**src/rtl/seq_core_decode.sv**
```systemverilog
// Decode stage of a small 3-stage sequencer: splits the instruction register, resolves
// load-use hazards against stage 3, drives the fetch controls and registers the stage-3 packet.
module seq_core_decode #(
  parameter int A_SIZE = 10,
  parameter int D_SIZE = 32
) (
  input  logic              clk,
  input  logic              rst,
  input  logic [15:0]       ir,
  output logic [2:0]        rf_addr1,
  output logic [2:0]        rf_addr2,
  input  logic [D_SIZE-1:0] rf_data1,
  input  logic [D_SIZE-1:0] rf_data2,
  output logic              r2_pc_halt,
  output logic              r2_pc_load,
  output logic              r2_pc_loadr,
  output logic              r2_pc_flush,
  output logic [A_SIZE-1:0] r2_pc_target,
  output logic [3:0]        r3_op,
  output logic [2:0]        r3_dest,
  output logic              r3_wen,
  output logic              r3_mem_read,
  output logic              r3_mem_write,
  output logic [D_SIZE-1:0] r3_op1,
  output logic [D_SIZE-1:0] r3_op2
);

  typedef enum logic [1:0] {RUN, STALL, HALTED} state_t;

  localparam logic [3:0] OP_LOADC = 4'h6;
  localparam logic [3:0] OP_LOAD  = 4'h7;
  localparam logic [3:0] OP_STORE = 4'h8;
  localparam logic [3:0] OP_JMP   = 4'h9;
  localparam logic [3:0] OP_JMPR  = 4'hA;
  localparam logic [3:0] OP_JMPRZ = 4'hB;
  localparam logic [3:0] OP_HALT  = 4'hF;

  state_t state_q, state_d;

  logic [3:0]        r3_op_q, r3_op_d;
  logic [2:0]        r3_dest_q, r3_dest_d;
  logic              r3_wen_q, r3_wen_d;
  logic              r3_mrd_q, r3_mrd_d;
  logic              r3_mwr_q, r3_mwr_d;
  logic [D_SIZE-1:0] r3_op1_q, r3_op1_d;
  logic [D_SIZE-1:0] r3_op2_q, r3_op2_d;

  logic [3:0]        op;
  logic [2:0]        d, s1, s2;
  logic [7:0]        imm8;
  logic [5:0]        off6;
  logic              use_s1, use_s2, hazard;
  logic [A_SIZE-1:0] rel_target;

  assign op         = ir[15:12];
  assign d          = ir[11:9];
  assign s1         = ir[8:6];
  assign s2         = ir[5:3];
  assign imm8       = ir[7:0];
  assign off6       = ir[5:0];
  assign rf_addr1   = s1;
  assign rf_addr2   = s2;
  assign rel_target = {{(A_SIZE-6){off6[5]}}, off6};

  always_comb begin
    use_s1 = 1'b0;
    use_s2 = 1'b0;
    case (op)
      4'h1, 4'h2, 4'h3, 4'h4, 4'h5, OP_STORE: begin
        use_s1 = 1'b1;
        use_s2 = 1'b1;
      end
      OP_LOAD, OP_JMP, OP_JMPRZ: use_s1 = 1'b1;
      default: ;
    endcase
  end

  assign hazard = r3_wen_q && ((use_s1 && (r3_dest_q == s1)) || (use_s2 && (r3_dest_q == s2)));

  // STALL shares the RUN decode path: the bubble now in stage 3 guarantees no hazard.
  always_comb begin
    state_d      = state_q;
    r2_pc_halt   = 1'b0;
    r2_pc_load   = 1'b0;
    r2_pc_loadr  = 1'b0;
    r2_pc_flush  = 1'b0;
    r2_pc_target = '0;
    r3_op_d      = '0;
    r3_dest_d    = '0;
    r3_wen_d     = 1'b0;
    r3_mrd_d     = 1'b0;
    r3_mwr_d     = 1'b0;
    r3_op1_d     = '0;
    r3_op2_d     = '0;
    if (!rst) begin
      case (state_q)
        RUN, STALL: begin
          state_d = RUN;
          if (hazard) begin
            r2_pc_halt = 1'b1;
            state_d    = STALL;
          end else if (op == OP_HALT) begin
            r2_pc_halt = 1'b1;
            state_d    = HALTED;
          end else if (op == OP_JMP) begin
            r2_pc_load   = 1'b1;
            r2_pc_flush  = 1'b1;
            r2_pc_target = rf_data1[A_SIZE-1:0];
          end else if (op == OP_JMPR || op == OP_JMPRZ) begin
            if (op == OP_JMPR || rf_data1 == '0) begin
              r2_pc_loadr  = 1'b1;
              r2_pc_flush  = 1'b1;
              r2_pc_target = rel_target;
            end
          end else begin
            r3_op_d   = op;
            r3_dest_d = d;
            r3_wen_d  = (op >= 4'h1) && (op <= OP_LOAD);
            r3_mrd_d  = (op == OP_LOAD);
            r3_mwr_d  = (op == OP_STORE);
            r3_op1_d  = rf_data1;
            r3_op2_d  = (op == OP_LOADC) ? {{(D_SIZE-8){1'b0}}, imm8} : rf_data2;
          end
        end
        HALTED: r2_pc_halt = 1'b1;
        default: state_d = RUN;
      endcase
    end
  end

  always_ff @(posedge clk) begin
    if (rst) begin
      state_q   <= RUN;
      r3_op_q   <= '0;
      r3_dest_q <= '0;
      r3_wen_q  <= 1'b0;
      r3_mrd_q  <= 1'b0;
      r3_mwr_q  <= 1'b0;
      r3_op1_q  <= '0;
      r3_op2_q  <= '0;
    end else begin
      state_q   <= state_d;
      r3_op_q   <= r3_op_d;
      r3_dest_q <= r3_dest_d;
      r3_wen_q  <= r3_wen_d;
      r3_mrd_q  <= r3_mrd_d;
      r3_mwr_q  <= r3_mwr_d;
      r3_op1_q  <= r3_op1_d;
      r3_op2_q  <= r3_op2_d;
    end
  end

  assign r3_op        = r3_op_q;
  assign r3_dest      = r3_dest_q;
  assign r3_wen       = r3_wen_q;
  assign r3_mem_read  = r3_mrd_q;
  assign r3_mem_write = r3_mwr_q;
  assign r3_op1       = r3_op1_q;
  assign r3_op2       = r3_op2_q;

endmodule

```
**config.mk**
```make
export PLATFORM = sky130hd
export DESIGN_NAME = seq_core_decode
export DESIGN_NICKNAME = d
export VERILOG_FILES = /design/src/rtl/seq_core_decode.sv
export SDC_FILE = /design/constraint.sdc
export NUM_CORES = 1
export LEC_CHECK = 0
export ABC_AREA = 1
export BUFFER_PORTS_ARGS = -buffer_cell sky130_fd_sc_hd__buf_4
export CAP_MARGIN = 10
export CORE_UTILIZATION = 30
export CTS_BUF_LIST = sky130_fd_sc_hd__clkbuf_8
export DETAILED_ROUTE_END_ITERATION = 8
export SLEW_MARGIN = 40
export SYNTH_ARGS = -nofsm -noshare
export SYNTH_HDL_FRONTEND = slang
export SYNTH_SLANG_ARGS = --single-unit
```
**constraint.sdc**
```tcl
create_clock -name clk -period 2.3 [get_ports clk]
set_clock_uncertainty 0.15 [all_clocks]
set_input_delay 0.23 -clock clk [delete_from_list [all_inputs] [get_ports clk]]
set_output_delay 0.23 -clock clk [all_outputs]
set_load 0.01 [all_outputs]
```
==> impl_metrics.ini, run 1 <==
[outcome]
outcome = finished clean

[floorplan]
dieArea_mm2 = 0.00997
die_x_um = 99.8
core.rowCount = 35
die_y_um = 99.8
initial_utilization_pct = 31.1
num_io_pins = 176
design.core.area_mm2 = 0.00924

[critical_path]
crit_family = simple AND/OR/NAND/NOR gates
critPathMaxStageDelay_ns = 0.34
timing.rr.start = r3_dest[0]$_SDFF_PP0_
cp_slowest_cell = dfxtp_1
r2r_cells = 9
timing_worst_setup_path_type = flip-flop to primary output
reg2reg_to = r3_op2[8]$_SDFF_PP0_
worstPathRequired_ns = 1.92
end_kind = primary output
worstSetupPathDepth = 11
crit_fanout = 6
crit_arrival_ns = 1.77
worstPathCellList = xnor2_1 > nand3_2 > nor2_1 > nand2_1 > nand2_2 > nand2_4 > buf_4 > nand3_1 > nand2_1 > inv_1 > buf_4
rrSetupSlack_ns = 0.27
crit_buf_inv = 3
start_kind = flip-flop

[final_layout]
finish.utilization_pct = 56.0
area_delta_synth_final_pct = 80.3
final_nets = 699
n_fill_cell = 864
antenna_cells = 0
layout_common_cells = buf_4 (182), nor2_1 (109), inv_1 (75), dfxtp_1 (75), dlygate4sd3_1 (60)
final_common_cell = buf_4
drive_gt1_share_pct = 36.3

[grt]
groute.usage.overall_pct = 17.5
grt_max_degree = 26
grt_pass1_wl_um = 13600
overflow = 0
antenna_found_initial = 0
grt_pass1_vias = 3047

[hold_path]
min_from = ir[12]
min_path_type = input port to flip-flop
holdPathEnd = r3_op[0]$_SDFF_PP0_
hold_depth = 3

[pwr]
ir_drop_v = 0.000262
power_leakage_uw = 0.00279
powerDensity_mw_per_mm2 = 606

[synthesis]
synth_seq_cells = 76
syn_area_per_cell_um2 = 7.62
synth.distinct_cells = 25
yosys_warnings = 0
syn_inst = 377
synth_area_mm2 = 0.00287
yosysSeqAreaShare_pct = 53.0
syn_nets = 459

[cts]
htree_levels = 3
clock_path_buffers = 2
root_buffer = clkbuf_8
clkTransAtPathRegs_ns = 0.08
clk_latency_ns = 0.34
tritoncts = done
clock_sinks = 76
cts_buffers = 9

[sta]
final_max_slew_viol_count = 0
tightest_slew_ns = 0.576
tns_ns = 0
setup_violations = 0
slew_headroom_pct = 61.5
period_needed_ns = 2.15
whs_ns = 0.0350
setup_slack_ns = 0.147
fmax_ghz = 0.465
rsz0062_at_grt = false
finalHoldViolations = 0
fin_crit_sh_pct = 93.6

[placed_design]
numPortBuffers = 175
post-place-ws_ns = 0.118
dp_hpwl_um = 6150
place_congestion = 0.754

[routing]
via_per_inst = 4.09
drtIter0Drc = 45
dr.pass1.iters = 4
vias = 3073
antenna_left = 0
totalWireLength_um = 8800
drc = 0
wl_per_cell_um = 11.7

[run]
cap_violations = 0
-- cell families (layout without fill, tap and decap cells) --
family,Yosys count,count (layout),synth area share (%)
AO/OA/AOI/OAI,9,9,1.66
XOR/XNOR,5,5,1.52
buffers and inverters,95,339,14.1
flip-flops,76,76,53.0
multiplexers,7,7,2.75
AND/OR/NAND/NOR,185,186,27.0
-- synthesized netlist by cell type --
cell type | instances | area [µm²]
a21boi_0 | 1 | 7.51
a21oi_1 | 2 | 10.0
and2_1 | 1 | 6.26
buf_2 | 5 | 25.0
buf_4 | 7 | 52.6
buf_6 | 2 | 22.5
clkbuf_1 | 2 | 7.51
clkinv_1 | 1 | 3.75
dfxtp_1 | 76 | 1520
inv_1 | 74 | 278
inv_2 | 4 | 15.0
mux2_2 | 7 | 78.8
nand2_1 | 41 | 154
nand2_2 | 2 | 12.5
nand3_1 | 19 | 95.1
nand4_1 | 5 | 31.3
nand4_2 | 2 | 25.0
nor2_1 | 110 | 413
nor2_4 | 2 | 22.5
nor3_1 | 2 | 10.0
o21ai_0 | 2 | 10.0
o21ai_1 | 4 | 20.0
or2_2 | 1 | 6.26
xnor2_1 | 1 | 8.76
xor2_1 | 4 | 35.0
-- per-stage QoR --
stage,total power (µW),std cells,cell area (µm²)
finish,3140,751,5180
detailed placement,1960,669,4270
floorplan,1680,377,2870
global route,3300,751,5180
CTS,3170,749,5120
global placement,1960,669,4270
-- area by class of cell --
cell class                      count  area, µm²  share of cell area [%]
Sequential cell                    76       1530                    29.5
Tap cell                          129        161                    3.12
Multi-Input combinational cell    207        987                    19.1
Clock inverter                      6       78.8                    1.52
Inverter                           79        297                    5.73
Timing Repair Buffer              244       1990                    38.4
Clock buffer                       10        138                    2.66
-- timing repair --
action / CTS / global route
gates resized for setup: 1 / 12
cloned: 0 / 1
hold endpoints to repair: 60 / 0
hold buffers: 60 / 0
pin swaps: 1 / 4
endpoints found under the setup margin: 2 / 12
setup buffers: 4 / 1
-- power breakdown --
group	internal [µW]	switching (µW)
logic	334	264
registers	1400	28.9
clock network	632	477
-- registers in the layout, indices dropped and copies added (netlist names) --
name / flops
state_q: 2
r3_dest: 3
r3_op2: 32
r3_mem_read: 1
r3_op: 4
r3_op1: 32
r3_mem_write: 1
r3_wen: 1
-- tightest hold or removal path, delay by kind of cell --
family | cells | cell delay [ns]
buffers and inverters | 2 | 0.16
AND/OR/NAND/NOR | 1 | 0.10
-- worst max-delay path by stage --
stage                                      from                     to  slack (ns)
after floorplan           r3_dest[0]$_SDFF_PP0_        r2_pc_target[8]        0.49
after global placement                    ir[3]  r3_op2[19]$_SDFF_PP0_        0.20
after detailed placement                  ir[3]   r3_op2[8]$_SDFF_PP0_        0.12
after CTS                 r3_dest[0]$_SDFF_PP0_            r2_pc_flush        0.02
after global routing      r3_dest[2]$_SDFF_PP0_             r2_pc_halt       0.005
final                     r3_dest[1]$_SDFF_PP0_             r2_pc_halt        0.15
-- metal layers --
metal  GRT usage [%]  routed length (µm)
met5               0                   0
met2            32.9                4470
met1            18.3                3560
met4            6.79                 116
met3            4.94                 656
Note: power is estimated with default switching activity, not from simulation.
==> run 2: changes to the inputs <==
CORE_UTILIZATION = 40   (was 30)
GPL_TIMING_DRIVEN = 0   (was not set)
PLACE_DENSITY = 0.75   (was not set)
SLEW_MARGIN = not set   (was 40)
==> impl_metrics.ini, run 2 (synthesis gave the netlist of run 1 again) <==
[outcome]
outcome = finished clean

[grt]
groute.usage.overall_pct = 23.8
grt_pass1_vias = 2971
grt_max_degree = 13
grt_pass1_wl_um = 13600
overflow = 0
antenna_found_initial = 0

[placed_design]
place_congestion = 0.892
numPlacedInstances = 647
dp_hpwl_um = 6030
post-place-ws_ns = 0.258
numPortBuffers = 174
placed_cell_area_mm2 = 0.00430

[floorplan]
dieArea_mm2 = 0.00752
core.rowCount = 30
num_io_pins = 176
design.core.area_mm2 = 0.00687
die_y_um = 86.7
die_x_um = 86.7
initial_utilization_pct = 41.8

[critical_path]
cp-startpoint = r3_dest[2]$_SDFF_PP0_
start_kind = flip-flop
timing.rr.start = r3_dest[0]$_SDFF_PP0_
timing_worst_setup_path_type = flip-flop to primary output
crit_arrival_ns = 1.76
worstPathRequired_ns = 1.92
crit_fanout = 7
end_kind = primary output

[cts]
tritoncts = done
cts_buffers = 9
clkTransAtPathRegs_ns = 0.08
htree_levels = 3
clock_sinks = 76
clk_latency_ns = 0.34
root_buffer = clkbuf_8
clock_path_buffers = 2

[routing]
vias = 3154
drtIter0Drc = 122
dr.pass1.iters = 4
antenna_left = 0
via_per_inst = 4.37
wl_per_cell_um = 12.6
totalWireLength_um = 9110
drc = 0

[final_layout]
final_cell_count_no_fill = 722
antenna_cells = 0
fin_area_mm2 = 0.00515
area_delta_synth_final_pct = 79.3
drive_gt1_share_pct = 36.3
final_nets = 705
final_common_cell = buf_4
layout_common_cells = buf_4 (183), nor2_1 (110), dfxtp_1 (75)

[pwr]
internal_power_uw = 2370
switching_share_pct = 24.7
power_leakage_uw = 0.00280
powerDensity_mw_per_mm2 = 612
pwr-share-clk_pct = 35.1
seqPwrFrac_pct = 45.4
combPwrFrac_pct = 19.5
ir_drop_v = 0.000374
power_switching_uw = 777

[sta]
rsz0062_at_grt = false
whs_ns = 0.0163
tightest_slew_ns = 0.713
period_needed_ns = 2.14
slew_headroom_pct = 52.1
setup_slack_ns = 0.158
tns_ns = 0
setup_violations = 0
fmax_ghz = 0.467
finalHoldViolations = 0
fin_crit_sh_pct = 93.1
final_max_slew_viol_count = 0

[run]
cap_violations = 0

[hold_path]
min_path_type = input port to flip-flop
min_from = ir[13]
[run 2: cell count changes in the layout (fill, tap and decap cells not counted), sizes merged]
| cell | delta |
|---|---|
| buf | +6 |
| clkbuf | +2 |
| clkinv | -3 |
| clkinvlp | +2 |
| dlygate4sd3 | -1 |
| inv | -1 |
| nand2 | -1 |
[run 2: path summary, 6_finish.rpt]
path                             end  slack, ns  cells after the start
max                  r2_pc_target[4]       0.16                      9
min              r3_op[1]$_SDFF_PP0_       0.02                      3
max reg2reg    r3_op1[11]$_SDFF_PP0_       0.50                     10
min reg2reg  state_q[1]$_SDFFE_PP0P_       0.40                      2
[run 2: per-layer routing]
metal | GRT usage [%] | share of wire [%]
met4 | 10.5 | 2.1
met5 | 0 | 0
met3 | 7.05 | 7.7
met1 | 25.4 | 40
met2 | 43.3 | 51
[run 2: cell type report]
type	instances	area, µm²
buffer	16	114
clock buffer	10	138
clock inverter	4	75.1
fill	498	1720
inverter	79	297
multi-input combinational	206	970
sequential	76	1520
tap	96	120
timing repair buffer	235	1910
[run 2: power by group through the flow]
stage / clock network (µW) / logic (µW) / registers, µW
after global routing: 1180 / 666 / 1440
final: 1110 / 615 / 1430
after detailed placement: 0 / 520 / 1460
after global placement: 0 / 512 / 1450
after CTS: 1110 / 600 / 1430
after floorplan: 0 / 176 / 1500
[run 2: critical path, stage by stage, from the launching register on]
cell	delay [ns]
dfxtp_1	0.35
xor2_1	0.15
nor3_1	0.20
nand2_1	0.09
nand2_2	0.10
nand2_4	0.09
buf_4	0.17
nand3_1	0.08
nor2_1	0.05
buf_4	0.16
[run 2: what timing repair did]
action                     CTS  global route
cloned                       0             1
hold endpoints to repair    59             0
buffers inserted             0             1
setup endpoints to repair    9            11
pin swaps                    0             4
gates resized for setup      3             7
hold buffers                59             0
[run 2: metrics by stage]
| step | power [µW] | util [%] |
|---|---|---|
| 3_5_place_dp | 1980 | 62.6 |
| 6_report | 3150 | 74.9 |
| 4_1_cts | 3140 | 74.4 |
| 3_3_place_gp | 1970 | 62.6 |
| 5_1_grt | 3290 | 74.9 |
| 2_1_floorplan | 1680 | - |
==> run 3: changes to the inputs <==
CORE_MARGIN = 2   (was not set)
HOLD_SLACK_MARGIN = 0.06   (was not set)
==> impl_metrics.ini, run 3 (synthesis gave the netlist of run 1 again) <==
[final_layout]
final_common_cell = buf_4
area_delta_synth_final_pct = 81.1
final_nets = 710
final_cell_count_no_fill = 728
drive_gt1_share_pct = 36.1
layout_common_cells = buf_4 (182), nor2_1 (109), inv_1 (75), dfxtp_1 (75), dlygate4sd3_1 (64)
n_fill_cell = 505
antenna_cells = 0

[hold_path]
min_from = rf_data2[2]
min_path_type = input port to flip-flop
hold_depth = 4
holdPathEnd = r3_op2[2]$_SDFF_PP0_

[run]
cap_violations = 0

[grt]
antenna_found_initial = 0
grt_pass1_vias = 3181
groute.usage.overall_pct = 23.7
grt_pass1_wl_um = 14100
overflow = 0
grt_max_degree = 13

[floorplan]
dieArea_mm2 = 0.00787
design.core.area_mm2 = 0.00687
die_y_um = 88.7
initial_utilization_pct = 41.8
die_x_um = 88.7
core.rowCount = 30
num_io_pins = 176

[sta]
tns_ns = 0
tightest_slew_ns = 0.688
rsz0062_at_grt = false
final_max_slew_viol_count = 0
fmax_ghz = 0.459
finalHoldViolations = 0
whs_ns = 0.0851
slew_headroom_pct = 53.8
setup_violations = 0
period_needed_ns = 2.18
fin_crit_sh_pct = 94.8

[placed_design]
numPortBuffers = 174
place_congestion = 0.897
numPlacedInstances = 647
dp_hpwl_um = 6280

[routing]
dr.pass1.iters = 4
totalWireLength_um = 9560
drc = 0
via_per_inst = 4.37
wl_per_cell_um = 13.1
antenna_left = 0
drtIter0Drc = 69
vias = 3179

[pwr]
powerDensity_mw_per_mm2 = 608
power_leakage_uw = 0.00283
p_total_uw = 3160
ir_drop_v = 0.000493

[cts]
clock_sinks = 76
clkTransAtPathRegs_ns = 0.08
root_buffer = clkbuf_8
cts_buffers = 9
tritoncts = done
clock_path_buffers = 2
clk_latency_ns = 0.34
htree_levels = 3

[critical_path]
timing_worst_setup_path_type = flip-flop to primary output
crit_arrival_ns = 1.80
reg2reg_to = r3_op1[4]$_SDFF_PP0_
start_kind = flip-flop
worstPathRequired_ns = 1.92
end_kind = primary output
r2r_cells = 10
crit_fanout = 8
timing.rr.start = r3_dest[0]$_SDFF_PP0_
rrSetupSlack_ns = 0.51

[outcome]
outcome = finished clean
## run 3: report_power, final
group          internal, µW  leakage (µW)  switching, µW  total, µW
clock                   631      0.000114            476       1110
sequential             1400      0.000628           28.8       1430
combinational           349       0.00209            276        624
total                  2380       0.00283            780       3160
## run 3: worst max-delay path, stage by stage (launching register included)
cell	delay [ns]
dfxtp_2	0.34
or2_4	0.25
nand3_2	0.07
nor2_1	0.04
nand2_1	0.07
nand2_2	0.07
nand2_4	0.12
buf_2	0.17
nand4_1	0.08
nor2_1	0.12
buf_4	0.13
## run 3: what timing repair did
action                     4_1_cts  5_1_grt
hold endpoints to repair        64        0
pin swaps                        0        2
buffers inserted                 0        1
setup endpoints to repair        6       11
resized for setup                2        8
cloned                           0        1
hold buffers                    64        0
## run 3: worst max path at each step
| stage | endpoint | startpoint | slack (ns) | cells after the start |
|---|---|---|---|---|
| after floorplan | r2_pc_target[8] | r3_dest[0]$_SDFF_PP0_ | 0.49 | 9 |
| after global placement | r2_pc_target[6] | rf_data1[9] | 0.26 | 11 |
| after detailed placement | r2_pc_target[6] | rf_data1[11] | 0.24 | 11 |
| after CTS | r2_pc_target[6] | r3_dest[0]$_SDFF_PP0_ | 0.005 | 10 |
| after global routing | r2_pc_target[2] | r3_dest[1]$_SDFF_PP0_ | 0.008 | 10 |
| final | r2_pc_target[7] | r3_dest[0]$_SDFF_PP0_ | 0.12 | 10 |
## run 3: area by class of cell
type | instances | area, µm² | area share, %
buffer | 16 | 114 | 2.19
clock buffer | 10 | 138 | 2.65
clock inverter | 5 | 77.6 | 1.49
inverter | 79 | 297 | 5.70
multi-input combinational | 206 | 972 | 18.7
sequential | 76 | 1520 | 29.3
tap | 96 | 120 | 2.31
timing repair buffer | 240 | 1960 | 37.7
## run 3: routing by layer
| metal | part of all wire [%] | GRT usage (%) | wire, µm | up-vias |
|---|---|---|---|---|
| met1 | 37 | 23.2 | 3500 | 1420 |
| li1 | - | - | - | 1598 |
| met4 | 3.2 | 12.0 | 304 | 0 |
| met3 | 8.8 | 8.21 | 843 | 24 |
| met5 | 0 | 0 | 0 | - |
| met2 | 51 | 44.0 | 4910 | 137 |
## run 3: per-stage QoR
step                      setup slack, ns  utilization, %  area (µm²)
after floorplan                     0.494               -        2870
after global placement              0.262            62.6        4300
after detailed placement            0.243            62.6        4300
after CTS                         0.00497            75.1        5160
after global routing              0.00816            75.7        5200
final                               0.120            75.7        5200
